===== src/rtl/joypad_port.sv =====
// NES controller ports at $4016/$4017: strobe latch, per-pad button synchronizers and
// serial shift registers read out one bit per CPU read on the D bus.
module joypad_port #(
    parameter int unsigned             ADDR_WIDTH = 16,
    parameter int unsigned             REG_WIDTH  = 8,
    parameter logic [ADDR_WIDTH-1:0]   BASE_ADDR  = 16'h4016,
    parameter logic [REG_WIDTH-1:0]    OPEN_BUS   = 8'h40
) (
    input  logic                  phi0,
    input  logic                  reset,
    input  logic                  bus_valid,
    input  logic [ADDR_WIDTH-1:0] A,
    input  logic                  R_W_n,
    input  logic [REG_WIDTH-1:0]  D_in,
    output logic [REG_WIDTH-1:0]  D_out,
    output logic                  D_oe,
    input  logic [7:0]            pad1_buttons,
    input  logic [7:0]            pad2_buttons,
    output logic                  pad_strobe
);

    localparam logic [ADDR_WIDTH-1:0] PAD2_ADDR = BASE_ADDR + ADDR_WIDTH'(1);

    logic       strobe;
    logic       strobe_eff;
    logic       wr_strobe;
    logic [1:0] rd;
    logic [7:0] buttons [2];
    logic [7:0] sync_a  [2];
    logic [7:0] sync    [2];
    logic [7:0] sr      [2];
    logic       rd_bit;
    logic       unused_din;

    assign buttons[0] = pad1_buttons;
    assign buttons[1] = pad2_buttons;
    assign pad_strobe = strobe;

    always_comb begin
        wr_strobe  = bus_valid & ~R_W_n & (A == BASE_ADDR);
        rd[0]      = bus_valid &  R_W_n & (A == BASE_ADDR);
        rd[1]      = bus_valid &  R_W_n & (A == PAD2_ADDR);
        // The strobe write itself already counts as a strobe-high reload cycle.
        strobe_eff = wr_strobe ? D_in[0] : strobe;
        rd_bit     = rd[1] ? sr[1][0] : sr[0][0];
        unused_din = ^D_in[REG_WIDTH-1:1];
    end

    always_ff @(posedge phi0) begin
        if (reset) begin
            strobe <= 1'b0;
            D_out  <= '0;
            D_oe   <= 1'b0;
            for (int unsigned p = 0; p < 2; p++) begin
                sync_a[p] <= '0;
                sync[p]   <= '0;
                sr[p]     <= '0;
            end
        end else begin
            strobe <= strobe_eff;
            for (int unsigned p = 0; p < 2; p++) begin
                sync_a[p] <= buttons[p];
                sync[p]   <= sync_a[p];
                if (strobe_eff)
                    sr[p] <= sync[p];
                else if (rd[p])
                    sr[p] <= {1'b1, sr[p][7:1]};
            end
            if (rd[0] | rd[1]) begin
                D_oe  <= 1'b1;
                D_out <= {OPEN_BUS[REG_WIDTH-1:1], rd_bit};
            end else begin
                D_oe  <= 1'b0;
            end
        end
    end

endmodule

===== config.mk =====
export PLATFORM = sky130hd
export DESIGN_NAME = joypad_port
export DESIGN_NICKNAME = d
export VERILOG_FILES = /design/src/rtl/joypad_port.sv
export SDC_FILE = /design/constraint.sdc
export NUM_CORES = 1
export LEC_CHECK = 0
export CORE_MARGIN = 10
export CORE_UTILIZATION = 46
export DETAILED_ROUTE_END_ITERATION = 10
export GPL_ROUTABILITY_DRIVEN = 0
export MAX_ROUTING_LAYER = met4
export PLACE_DENSITY_LB_ADDON = 0.25
export SYNTH_ARGS = -nofsm -noshare
export SYNTH_HDL_FRONTEND = slang
export SYNTH_SLANG_ARGS = --single-unit

===== constraint.sdc =====
create_clock -name phi0 -period 2.37 [get_ports phi0]
set_clock_uncertainty 0.1 [all_clocks]
set_input_delay 0.474 -clock phi0 [delete_from_list [all_inputs] [get_ports phi0]]
set_output_delay 0.474 -clock phi0 [all_outputs]
set_load 0.1 [all_outputs]

==> reports/results.tsv, run 1 <==
metric	value	unit
Async SR Flop Fraction	0	
Antenna diodes	0	
CTS buffer count	5	
crit path buf inv count	2	
layout cells sized above 1	0.162	
Seq/Total Area, Yosys	0.623	
Initial Utilization	0.478	
combinational power share	0.093	
IO Pins	54	
CTS clk-pin slew, worst paths	80	ps
Slew Limit Fails	0	
max cap viols	0	
Clock power frac	0.350	
Core ar.	4000	um^2
Via Count	1199	
worst-skew pair later-pin latency	300	ps
global-route wire length before repair	5.92	mm
leakage power	0.000974	uW
number of global-route vias before repair	1254	
Worst path max stage delay	440	ps
drt wl/cell	14.5	um
DR vias/cell	4.85	
Yosys cell types	33	
most numerous cell in the Yosys netlist	dfxtp_1	
cell taking the most area after synthesis	dfxtp_1	
Data required, critical path	2320	ps
pin count of the biggest net entering global routing	30	
Synth Cell Area	1910	um^2
Post-Syn Instances	146	
Synth top cells by count	dfxtp_1 (37), nor2b_1 (32), edfxtp_1 (15), a22o_1 (14), buf_4 (6)	
Post-DP Area	2380	um^2
fin cells	247	
Slowest cell on crit path	clkdlybuf4s50_1	
cell family with most CP delay	compound AO/OA/AOI/OAI gates	
Fmax	443	MHz
hold path start	sync_a[0][11]	
worst path cell trace	clkdlybuf4s50_1 > nor4b_4 > nand4_1 > o31ai_2 > a21oi_4 > buf_12 > a22o_1	
GRT overflow	0	
Net Sw Frac	0.205	
final period utilization	0.953	
crit path time final	2260	ps
synth top area cells	dfxtp_1 (39%), edfxtp_1 (24%), nor2b_1 (10%)	
final hold viol count	0	
sequential share of power	0.557	
worst hold slack	339	ps
Ys Warns	0	
Die Wd	84.4	um
Vert. Die Dim	84.4	um
R2R depth	3	
DP HPWL	2.67	mm
RR Endpoint	sr[1][4]	
Max VDD drop	0.549	mV
status	completed	
Setup violations, final	0	
DIE AREA	7130	um^2
drt initial violations	52	
root buffer cell	clkbuf_8	
Final ANT Viol Nets	0	
crit path capture type	flip-flop	
NetSw	351	uW
gr usage total	0.104	
initial antenna violation count	0	
RR Startpoint	pad_strobe	
Synth top area share	0.388	
HP Class	reg -> reg	
Critical Path AT	2210	ps
R2R setup slack	810	ps
Std-Cell Rows	23	
WS Path Type	in -> reg	
syn avg cell area	13.1	um^2
Hold Path Depth	1	
TritonRoute pass-1 iters	4	
Remaining DRCs	0	
peak fanout along the critical path	16	
Layout Cell Area excl Fill	2500	um^2
Hold Path Sink	sync[0][11]	
placed insts	239	
H-tree depth	2	
P_int	1360	uW
Nets	240	
startpoint types	input pin	
ys flop type	dfxtp_1	
number of flops mapped to enable cells by yosys	15	
CTS tree	done	
# port buffers	40	
Max Buffers Root-to-Sink	2	
Synth-to-Final Area Change	31.0	%
register bit total from synthesis	52	
final WL	3.59	mm
RSZ-0062 raised after global routing	no	
Sink Count	52	
PwrDens	685	nW/um^2
## sequential cells by signal, summed over array words and instances (netlist names)
| signal | flops |
|---|---|
| D_oe | 1 |
| D_out | 2 |
| pad_strobe | 1 |
| sr | 16 |
| sync | 16 |
| sync_a | 16 |
## through the flow
step	util	TNS [ps]	power, uW	setup WS [ps]
3_3_place_gp	0.596	-4620	1130	-189
4_1_cts	0.625	0	1730	91.6
6_report	0.626	0	1710	112
5_1_grt	0.626	0	1770	9.42
2_1_floorplan	-	0	1060	250
3_5_place_dp	0.596	-5340	1130	-236
## power groups by stage
stage	Clock (uW)	Combinational [uW]	Sequential [uW]
after CTS	616	159	954
after global routing	648	169	957
after detailed placement	0	159	974
after floorplan	0	92.6	971
after global placement	0	154	973
final	600	159	953
## cells in the final DEF, fill, tap and decap left out, drive strengths merged, types with 2 or more instances in the layout
master / synthesis / layout
nor4: 5 / 5
clkbuf: 4 / 6
conb: 1 / 6
nand4: 2 / 2
nor3: 2 / 2
a21oi: 5 / 5
edfxtp: 15 / 15
nor2b: 32 / 32
dfxtp: 37 / 37
nor2: 2 / 2
a22o: 14 / 14
and4bb: 2 / 2
clkdlybuf4s50: 0 / 36
buf: 10 / 16
nand2: 2 / 2
inv: 3 / 3
## layout make-up
cell class	count	area (um^2)
clock buffers	6	82.6
clock inverters	2	33.8
fillers	309	1500
inverters	3	11.3
multi-input cells	82	628
flip-flops and latches	52	1190
well taps	50	62.6
repair buffers	52	493
## kinds of logic after synthesis
family / share of synthesized area
and+or+nand+nor: 0.204
buffers and inverters: 0.0589
other: 0.00196
AOI/OAI and AO/OA: 0.107
DFF: 0.623
muxes: 0.00524
## worst max-delay path by stage
stage	startpoint	to	slack (ps)	cells after the start
after floorplan	A[7]	sr[0][0]	250	5
after global placement	A[7]	sr[1][6]	-190	7
after detailed placement	A[10]	sr[1][3]	-240	7
after CTS	A[10]	sr[1][4]	90	7
after global routing	A[7]	sr[1][4]	9	7
final	A[10]	sr[1][4]	110	7
## routing by layer
layer | vias to the layer above | global-route usage | part of all wire
met4 | 0 | 0.0359 | 0.011
li1 | 600 | - | -
met2 | 43 | 0.158 | 0.44
met3 | 4 | 0.0464 | 0.070
met5 | - | - | 0
met1 | 552 | 0.121 | 0.48
## repair_timing
action | in CTS | in global routing
setup endpoints to repair | 0 | 7
hold buffers | 0 | 0
gates resized for setup | 0 | 1
setup buffers | 0 | 0
Note: power is estimated with default switching activity, not from simulation.
==> inputs of run 2 (changes only) <==
REMOVE_ABC_BUFFERS = 1   (was default)
clock period = 2.1 ns   (was 2.37 ns; I/O delays follow)
==> reports/results.tsv, run 2 (same netlist as run 1, synthesis figures left out) <==
metric	value	unit
DIE AREA	7130	um^2
TritonRoute pass-1 iters	2	
HP Class	reg -> reg	
Initial Utilization	0.478	
startpoint types	input pin	
crit path time final	2050	ps
Slowest cell on crit path	nor4_2	
crit path buf inv count	2	
WS Path Type	in -> reg	
combinational power share	0.083	
final WL	3.65	mm
Via Count	1213	
Synth-to-Final Area Change	37.2	%
H-tree depth	2	
leakage power	0.00106	uW
initial antenna violation count	0	
sequential share of power	0.520	
global-route wire length before repair	6.01	mm
Hold Path Depth	1	
Pwr Total	2070	uW
RSZ-0062 raised after global routing	yes	
worst-skew pair later-pin latency	300	ps
IO Pins	54	
Vert. Die Dim	84.4	um
Die Wd	84.4	um
hold path start	sync_a[0][14]	
layout cells sized above 1	0.203	
Remaining DRCs	0	
worst path cell trace	dlygate4sd2_1 > nor4_2 > nand4_1 > o31ai_4 > a21oi_4 > buf_12 > a22o_1	
Clock power frac	0.397	
NetSw	426	uW
RR Endpoint	sr[0][5]	
Final ANT Viol Nets	0	
Nets	245	
CTS clk-pin slew, worst paths	90	ps
Data required, critical path	2050	ps
Post-CTS Hold Buffers	0	
CTS buffer count	5	
Worst path max stage delay	310	ps
R2R setup slack	530	ps
DP HPWL	2.56	mm
GRT overflow	0	
biggest regs	sr x16, sync x16, sync_a x16	
final core occ	0.655	
Sink Count	52	
PwrDens	790	nW/um^2
root buffer cell	clkbuf_8	
Antenna diodes	0	
final period utilization	0.977	
pin count of the biggest net entering global routing	33	
Core ar.	4000	um^2
DR vias/cell	4.81	
cell family with most CP delay	compound AO/OA/AOI/OAI gates	
crit path capture type	flip-flop	
Max Buffers Root-to-Sink	2	
Slew Limit Fails	0	
P_int	1640	uW
most common cell after layout, fill and taps aside	dfxtp_1	
CTS tree	done	
Hold Path Sink	sync[0][14]	
drt wl/cell	14.5	um
Std-Cell Rows	23	
status	completed	
number of global-route vias before repair	1266	
# port buffers	40	
RR Startpoint	pad_strobe	
Setup violations, final	0	
Fmax	487	MHz
max cap viols	0	
Critical Path AT	2010	ps
Max VDD drop	0.518	mV
gr usage total	0.105	
R2R depth	4	
Net Sw Frac	0.206	
final hold viol count	0	
drt initial violations	68	
peak fanout along the critical path	5	
leading cell types in the layout, fill and taps excluded	dfxtp_1 (37), nor2b_1 (32), clkdlybuf4s50_1 (20)	
-- run 2: worst max-delay path by stage --
stage	endpoint	slack, ps	startpoint	cells after the start
6_report	sr[1][3]	50	A[7]	7
5_1_grt	sr[1][4]	-9	A[7]	7
4_1_cts	sr[0][5]	1	A[8]	7
3_5_place_dp	sr[1][4]	-510	A[10]	7
3_3_place_gp	sr[1][6]	-400	A[7]	7
2_1_floorplan	sr[0][0]	-60	A[7]	4
-- run 2: final cells by class --
cell class | count | area [um^2]
tap | 50 | 62.6
sequential | 52 | 1190
inverter | 3 | 11.3
clock inverter | 1 | 30.0
clock buffer | 7 | 119
multi-input combinational | 82 | 659
fill | 295 | 1380
timing repair buffer | 57 | 548
-- run 2: layer usage --
layer | vias up | GRT usage | wire length (um) | part of all wire
met5 | - | - | 0 | 0
met2 | 45 | 0.163 | 1600 | 0.44
met1 | 557 | 0.129 | 1830 | 0.50
met3 | 2 | 0.0300 | 192 | 0.053
li1 | 609 | - | - | -
met4 | 0 | 0.0359 | 25 | 0.0069
-- run 2: timing repair --
item                                    CTS  global route
pin swaps                                13            11
endpoints found under the setup margin   30            21
setup buffers                             7             0
gates resized for setup                  26             0
gates cloned                              1             0
-- run 2: stage by stage --
| step | instance area [um^2] | hold WS (ps) | std cells | TNS [ps] | setup slack, ps |
|---|---|---|---|---|---|
| after floorplan | 1830 | 314 | 137 | -455 | -56.9 |
| after global placement | 2400 | 319 | 239 | -11190 | -400 |
| after detailed placement | 2400 | 321 | 239 | -13810 | -509 |
| after CTS | 2620 | 342 | 252 | 0 | 1.37 |
| after global routing | 2620 | 358 | 252 | -8.73 | -8.73 |
| final | 2620 | 340 | 252 | 0 | 48.0 |
-- run 2: power groups by stage --
stage	Clock, uW	Combinational (uW)	Sequential, uW
2_1_floorplan	0	79.8	1100
3_3_place_gp	0	176	1100
3_5_place_dp	0	179	1100
4_1_cts	832	173	1080
5_1_grt	868	184	1080
6_report	822	172	1080
-- run 2: worst reg2reg max path, stage by stage, from the launching register on --
cell and delay [ps]:
dfxtp_1 600, o31ai_4 160, a21oi_4 270, buf_12 150, a22o_1 150
